[config.mk]
export PLATFORM = sky130hd
export DESIGN_NAME = input_conditioner
export DESIGN_NICKNAME = d
export VERILOG_FILES = /design/src/rtl/input_cond_pkg.sv /design/src/rtl/input_conditioner_ch.sv /design/src/rtl/input_conditioner.sv
export SDC_FILE = /design/constraint.sdc
export NUM_CORES = 1
export LEC_CHECK = 0
export ABC_AREA = 1
export BUFFER_PORTS_ARGS = -buffer_cell sky130_fd_sc_hd__buf_4
export CAP_MARGIN = 15
export CORE_ASPECT_RATIO = 1.4
export CORE_MARGIN = 2
export CORE_UTILIZATION = 45
export DETAILED_ROUTE_END_ITERATION = 8
export PLACE_DENSITY = 0.71
export SLEW_MARGIN = 25
export SYNTH_ARGS = -nofsm -noshare
export SYNTH_HDL_FRONTEND = slang
export SYNTH_SLANG_ARGS = --single-unit
[constraint.sdc]
create_clock -name clk_i -period 1.7 [get_ports clk_i]
set_clock_uncertainty 0.15 [all_clocks]
set_input_delay 0.085 -clock clk_i [delete_from_list [all_inputs] [get_ports clk_i]]
set_output_delay 0.085 -clock clk_i [all_outputs]
set_load 0.01 [all_outputs]
[src/rtl/input_cond_pkg.sv]
// Shared types and helpers for the input_conditioner block.
package input_cond_pkg;

  typedef enum logic [1:0] {
    HS_IDLE    = 2'd0,
    HS_PRESSED = 2'd1,
    HS_HELD    = 2'd2
  } hold_state_t;

  // Bits needed to hold values 0..max_val.
  function automatic int unsigned cnt_w(input int unsigned max_val);
    return $clog2(max_val + 1);
  endfunction

endpackage

[src/rtl/input_conditioner_ch.sv]
// One input channel: synchroniser, debounce, edge pulses and hold/repeat FSM.
// Auto-repeat is built only when INPUT_COND_AUTO_REPEAT_EN is defined.
module input_conditioner_ch
  import input_cond_pkg::*;
#(
  parameter int unsigned SYNC_STAGES   = 2,
  parameter int unsigned DEB_CYCLES    = 1000000,
  parameter int unsigned HOLD_CYCLES   = 50000000,
  parameter int unsigned REPEAT_CYCLES = 10000000
) (
  input  logic clk_i,
  input  logic rst_i,
  input  logic btn_i,
  output logic level_o,
  output logic press_o,
  output logic release_o,
  output logic hold_o,
  output logic repeat_o
);

  localparam int unsigned DW   = cnt_w(DEB_CYCLES);
  localparam int unsigned TMAX = (HOLD_CYCLES > REPEAT_CYCLES) ? HOLD_CYCLES : REPEAT_CYCLES;
  localparam int unsigned TW   = cnt_w(TMAX);

  logic [SYNC_STAGES-1:0] sync_q, sync_d;
  logic [DW-1:0]          deb_cnt_q, deb_cnt_d;
  logic [TW-1:0]          tcnt_q, tcnt_d;
  logic                   level_q, level_d;
  logic                   press_q, press_d;
  logic                   release_q, release_d;
  logic                   hold_q, hold_d;
  logic                   repeat_q, repeat_d;
  hold_state_t            state_q, state_d;

  logic s_c, deb_done_c, rise_c, fall_c;

  always_ff @(posedge clk_i) begin
    if (rst_i) begin
      sync_q    <= '0;
      deb_cnt_q <= '0;
      tcnt_q    <= '0;
      level_q   <= 1'b0;
      press_q   <= 1'b0;
      release_q <= 1'b0;
      hold_q    <= 1'b0;
      repeat_q  <= 1'b0;
      state_q   <= HS_IDLE;
    end else begin
      sync_q    <= sync_d;
      deb_cnt_q <= deb_cnt_d;
      tcnt_q    <= tcnt_d;
      level_q   <= level_d;
      press_q   <= press_d;
      release_q <= release_d;
      hold_q    <= hold_d;
      repeat_q  <= repeat_d;
      state_q   <= state_d;
    end
  end

  always_comb begin
    sync_d     = {sync_q[SYNC_STAGES-2:0], btn_i};
    s_c        = sync_q[SYNC_STAGES-1];
    deb_done_c = (s_c != level_q) && (deb_cnt_q == DW'(DEB_CYCLES - 1));
    rise_c     = deb_done_c && !level_q;
    fall_c     = deb_done_c && level_q;

    level_d   = level_q;
    deb_cnt_d = '0;
    press_d   = rise_c;
    release_d = fall_c;
    hold_d    = 1'b0;
    repeat_d  = 1'b0;
    state_d   = state_q;
    tcnt_d    = tcnt_q;

    // Debounce: count consecutive disagreeing cycles, any agreement restarts.
    if (s_c != level_q) begin
      if (deb_done_c) begin
        level_d = ~level_q;
      end else begin
        deb_cnt_d = deb_cnt_q + DW'(1);
      end
    end

    // Release wins over any coincident hold/repeat terminal count.
    if (fall_c) begin
      state_d = HS_IDLE;
      tcnt_d  = '0;
    end else begin
      case (state_q)
        HS_IDLE: begin
          if (rise_c) begin
            state_d = HS_PRESSED;
            tcnt_d  = '0;
          end
        end
        HS_PRESSED: begin
          if (tcnt_q == TW'(HOLD_CYCLES - 1)) begin
            hold_d  = 1'b1;
            state_d = HS_HELD;
            tcnt_d  = '0;
          end else begin
            tcnt_d = tcnt_q + TW'(1);
          end
        end
        HS_HELD: begin
`ifdef INPUT_COND_AUTO_REPEAT_EN
          if (tcnt_q == TW'(REPEAT_CYCLES - 1)) begin
            repeat_d = 1'b1;
            tcnt_d   = '0;
          end else begin
            tcnt_d = tcnt_q + TW'(1);
          end
`else
          tcnt_d = '0;
`endif
        end
        default: begin
          state_d = HS_IDLE;
          tcnt_d  = '0;
        end
      endcase
    end
  end

  assign level_o   = level_q;
  assign press_o   = press_q;
  assign release_o = release_q;
  assign hold_o    = hold_q;
  assign repeat_o  = repeat_q;

endmodule

[src/rtl/input_conditioner.sv]
// N-channel button/switch conditioner; replicates input_conditioner_ch per bit.
// Auto-repeat is enabled by defining INPUT_COND_AUTO_REPEAT_EN.
module input_conditioner
  import input_cond_pkg::*;
#(
  parameter int unsigned N_CH          = 5,
  parameter int unsigned SYNC_STAGES   = 2,
  parameter int unsigned DEB_CYCLES    = 1000000,
  parameter int unsigned HOLD_CYCLES   = 50000000,
  parameter int unsigned REPEAT_CYCLES = 10000000
) (
  input  logic            clk_i,
  input  logic            rst_i,
  input  logic [N_CH-1:0] btn_i,
  output logic [N_CH-1:0] level_o,
  output logic [N_CH-1:0] press_o,
  output logic [N_CH-1:0] release_o,
  output logic [N_CH-1:0] hold_o,
  output logic [N_CH-1:0] repeat_o
);

  if (SYNC_STAGES < 2) begin : g_bad_sync
    $error("input_conditioner: SYNC_STAGES must be >= 2");
  end
  if (DEB_CYCLES < 1 || HOLD_CYCLES < 1 || REPEAT_CYCLES < 1) begin : g_bad_cycles
    $error("input_conditioner: cycle parameters must be >= 1");
  end

  for (genvar g = 0; g < int'(N_CH); g++) begin : g_ch
    input_conditioner_ch #(
      .SYNC_STAGES  (SYNC_STAGES),
      .DEB_CYCLES   (DEB_CYCLES),
      .HOLD_CYCLES  (HOLD_CYCLES),
      .REPEAT_CYCLES(REPEAT_CYCLES)
    ) u_ch (
      .clk_i    (clk_i),
      .rst_i    (rst_i),
      .btn_i    (btn_i[g]),
      .level_o  (level_o[g]),
      .press_o  (press_o[g]),
      .release_o(release_o[g]),
      .hold_o   (hold_o[g]),
      .repeat_o (repeat_o[g])
    );
  end

endmodule
==> reports/qor.yml <==
outcome:
  status: "finished with violations"
  violations: "setup timing"
sta:
  slew-limit-headroom_pct: 63.8
  worstMarginPinSlew_ns: 0.542
  setup_tns_ns: -0.0813
  period_needed_ns: 1.72
  setup_viol: 13
  fin_ws_ns: -0.0215
  fin_crit_sh_pct: 101
  maxSlewViolCount: 0
  hold_violations: 0
  rsz0062_at_grt: "true"
  fmax_ghz: 0.581
final_layout:
  multi_input_area_um2: 9740
  fillers: 2893
  instances_no_fill: 3051
  fin_util_pct: 61.1
  design_area_um2: 20400
  syn_to_final_growth_pct: 33.3
  ff_latch_area_um2: 5500
  layout-drive-gt1-share_pct: 28.5
  final_nets: 2606
  diodes: 0
logic_synthesis:
  synth_cell_types: 38
  synth-simple-area-share_pct: 43.5
  ys.warnings.count: 0
  netlist_instances: 2337
  synth_area_um2: 15300
  synth-seq-cells: 270
  synth-xor-area-share_pct: 3.33
  synth_compound_area_share_pct: 7.59
  yosys-mux-area-fraction_pct: 0
  ys_seq_area_share_pct: 35.4
  yosys.area_share.adder_pct: 0.819
  synth_top_family_by_area: "simple AND/OR/NAND/NOR gates"
  postSynthAreaPerCell_um2: 6.53
clocking:
  cts_max_level: 1
  numCtsBuffers: 29
  clkSinkCount: 270
  cts-root-buf: "clkbuf_16"
  clk_path_buf_depth: 3
  cts_tree: "done"
  clkSlewWorstSetupHoldPaths_ns: 0.06
  clock_latency_ns: 0.57
hold_path:
  timing.hold.worst.class: "input pin to register"
  hold_depth: 3
power:
  peakVddDrop_uv: 826
  leakage_uw: 0.00729
  pwr_density_cell_nw_per_um2: 638
grt:
  grt_max_degree: 29
  overflow: 0
  grt_pass1_vias: 15400
  grt_pass1_wl_mm: 67.1
  grt_use_total_pct: 21.9
  antenna_found_initial: 0
floorplan:
  start_util_pct: 45.8
  ios: 32
  coreArea_um2: 33300
  dieArea_um2: 35400
  die_w_um: 160
  rows: 79
  die_y_um: 222
setup_path:
  crit_family: "simple AND/OR/NAND/NOR gates"
  startpoint_type: "register"
  cp.depth: 11
  cpPeakStageDelay_ns: 0.35
  cp-endpoint: "g_ch[1].u_ch.tcnt_q[21]"
  cp_num_buf_inv: 2
  cp_data_required_time_ns: 2.01
  end_kind: "register"
  r2r_cells: 11
  cp_cell_sequence: "ha_4, nand2_2, inv_2, nand2_4, nor2_4, nand4_4, buf_12, nand2_4, nand2_2, nand2_1, nor2_1"
  cp_max_fo: 7
  path_class: "register to register"
  cp_slowest_cell: "dfxtp_2"
  r2r_end: "g_ch[1].u_ch.tcnt_q[21]"
  worstSetupStartpoint: "g_ch[1].u_ch.deb_cnt_q[1]"
  cp.arrival_ns: 2.03
  r2r_slack_ns: -0.02
  r2r-start: "g_ch[1].u_ch.deb_cnt_q[1]"
routing:
  drc: 0
  viasPerCell: 5.34
  num_vias: 16300
  ant_nets: 0
  drtIter0Drc: 1031
  avgRoutedWirePerCell_um: 14.2
  wl_mm: 43.3
  first_pass_iters: 7
placement:
  routabilityCongestion: 0.955
  placed_area_um2: 17400
  hpwlAfterDp_mm: 28.0
  io_buffers: 26
  dp_cells: 2945
  dp_slack_ns: -0.196
flow_run:
  maxCapViolCount: 0
[registers in the layout, indices dropped and copies added (netlist names)]
register and count:
g_ch.u_ch.tcnt_q 130, g_ch.u_ch.deb_cnt_q 100, g_ch.u_ch.state_q 10, g_ch.u_ch.sync_q 10
g_ch.u_ch.hold_o 5, g_ch.u_ch.level_o 5, g_ch.u_ch.press_o 5, g_ch.u_ch.release_o 5
[logic make-up after synthesis]
family	after synthesis
fa+ha+maj	10
flops	270
xor+xnor	58
compound gates	221
other cells	1
buf+inv	319
simple gates	1458
[layer usage]
metal / vias up / wire length (µm) / global-route usage, % / share of wire (%)
li1: 8110 / - / - / -
met1: 7614 / 16800 / 23.5 / 39
met2: 429 / 22700 / 41.9 / 52
met3: 146 / 1910 / 2.54 / 4.4
met4: 0 / 1860 / 10.9 / 4.3
met5: - / 0 / 0 / 0
[worst min-delay path by stage]
stage                  start                     end  slack, ns
floorplan           btn_i[0]  g_ch[0].u_ch.sync_q[0]       0.04
global placement    btn_i[1]  g_ch[1].u_ch.sync_q[0]       0.14
detailed placement  btn_i[3]  g_ch[3].u_ch.sync_q[0]       0.15
CTS                    rst_i  g_ch[1].u_ch.sync_q[1]       0.18
global route           rst_i    g_ch[3].u_ch.press_o       0.23
finish                 rst_i  g_ch[1].u_ch.sync_q[1]       0.22
[through the flow]
stage	hold WS, ns	total power (µW)
3_3_place_gp	0.141	6700
3_5_place_dp	0.147	6700
6_report	0.224	13000
5_1_grt	0.231	13400
4_1_cts	0.183	13100
2_1_floorplan	0.0420	6620
[area by class of cell]
class,count,share of cell area [%]
Inverter,237,4.41
Tap cell,445,2.74
Multi-Input combinational cell,1754,47.8
Sequential cell,270,27.0
Clock buffer,41,4.13
Clock inverter,7,0.418
Timing Repair Buffer,297,13.5
[worst min-delay path: stages]
cell and delay (ns):
dlygate4sd3_1 0.53, buf_4 0.21, nor2_1 0.07
[layout by cell type, fill, tap and decap left out, types with 45 or more instances in the layout]
cell     count
buf_4      246
nor2_1     297
inv_1      219
dfxtp_1    201
dfxtp_2     66
a21oi_2     60
nand2_1    500
nand3_1    256
a21oi_1    119
nand4_1     93
nor2_2      63
xor2_1      45
nand3_2     51
[cell usage after synthesis]
| cell | number | area (µm²) |
|---|---|---|
| o21ai_0 | 20 | 100 |
| o21ai_1 | 2 | 10.0 |
| nand2_2 | 8 | 50.1 |
| xor2_1 | 48 | 420 |
| o21bai_1 | 11 | 82.6 |
| inv_1 | 231 | 867 |
| nor3b_1 | 12 | 90.1 |
| nor3_2 | 3 | 30.0 |
| buf_6 | 12 | 135 |
| nor4_1 | 2 | 12.5 |
| a21oi_2 | 2 | 17.5 |
| dfxtp_1 | 270 | 5410 |
| nand3_2 | 11 | 110 |
| nor2_2 | 14 | 87.6 |
| nand3_1 | 309 | 1550 |
| o21a_1 | 3 | 22.5 |
| nand3_4 | 4 | 70.1 |
| or2_2 | 30 | 188 |
| xnor2_1 | 10 | 87.6 |
| nand3b_1 | 9 | 67.6 |
| nand2_1 | 527 | 1980 |
| nand4_2 | 1 | 12.5 |
| clkbuf_1 | 16 | 60.1 |
| or2_0 | 5 | 31.3 |
| buf_4 | 30 | 225 |
| nand4_4 | 1 | 21.3 |
| inv_2 | 6 | 22.5 |
| nand4_1 | 93 | 582 |
| nor3_1 | 45 | 225 |
| nor2_4 | 9 | 101 |
| nor2_1 | 371 | 1390 |
| ha_1 | 10 | 125 |
| a211oi_1 | 3 | 22.5 |
| a21boi_1 | 1 | 7.51 |
| a21oi_1 | 179 | 896 |
| conb_1 | 1 | 3.75 |
| buf_2 | 24 | 120 |
| nand2_4 | 4 | 45.0 |
[what timing repair did]
item,in CTS,in global routing
hold buffers,11,0
cloned,3,12
setup buffers,9,23
pin swaps,11,68
resized for setup,46,345
hold endpoints to repair,44,0
setup endpoints to repair,186,231
[power breakdown]
part | switching [µW] | internal (µW) | total, µW
Combinational | 174 | 146 | 320
Sequential | 8.20 | 6340 | 6340
Clock | 2630 | 3690 | 6320
Total | 2810 | 10200 | 13000
Note: power is estimated with default switching activity, not from simulation.
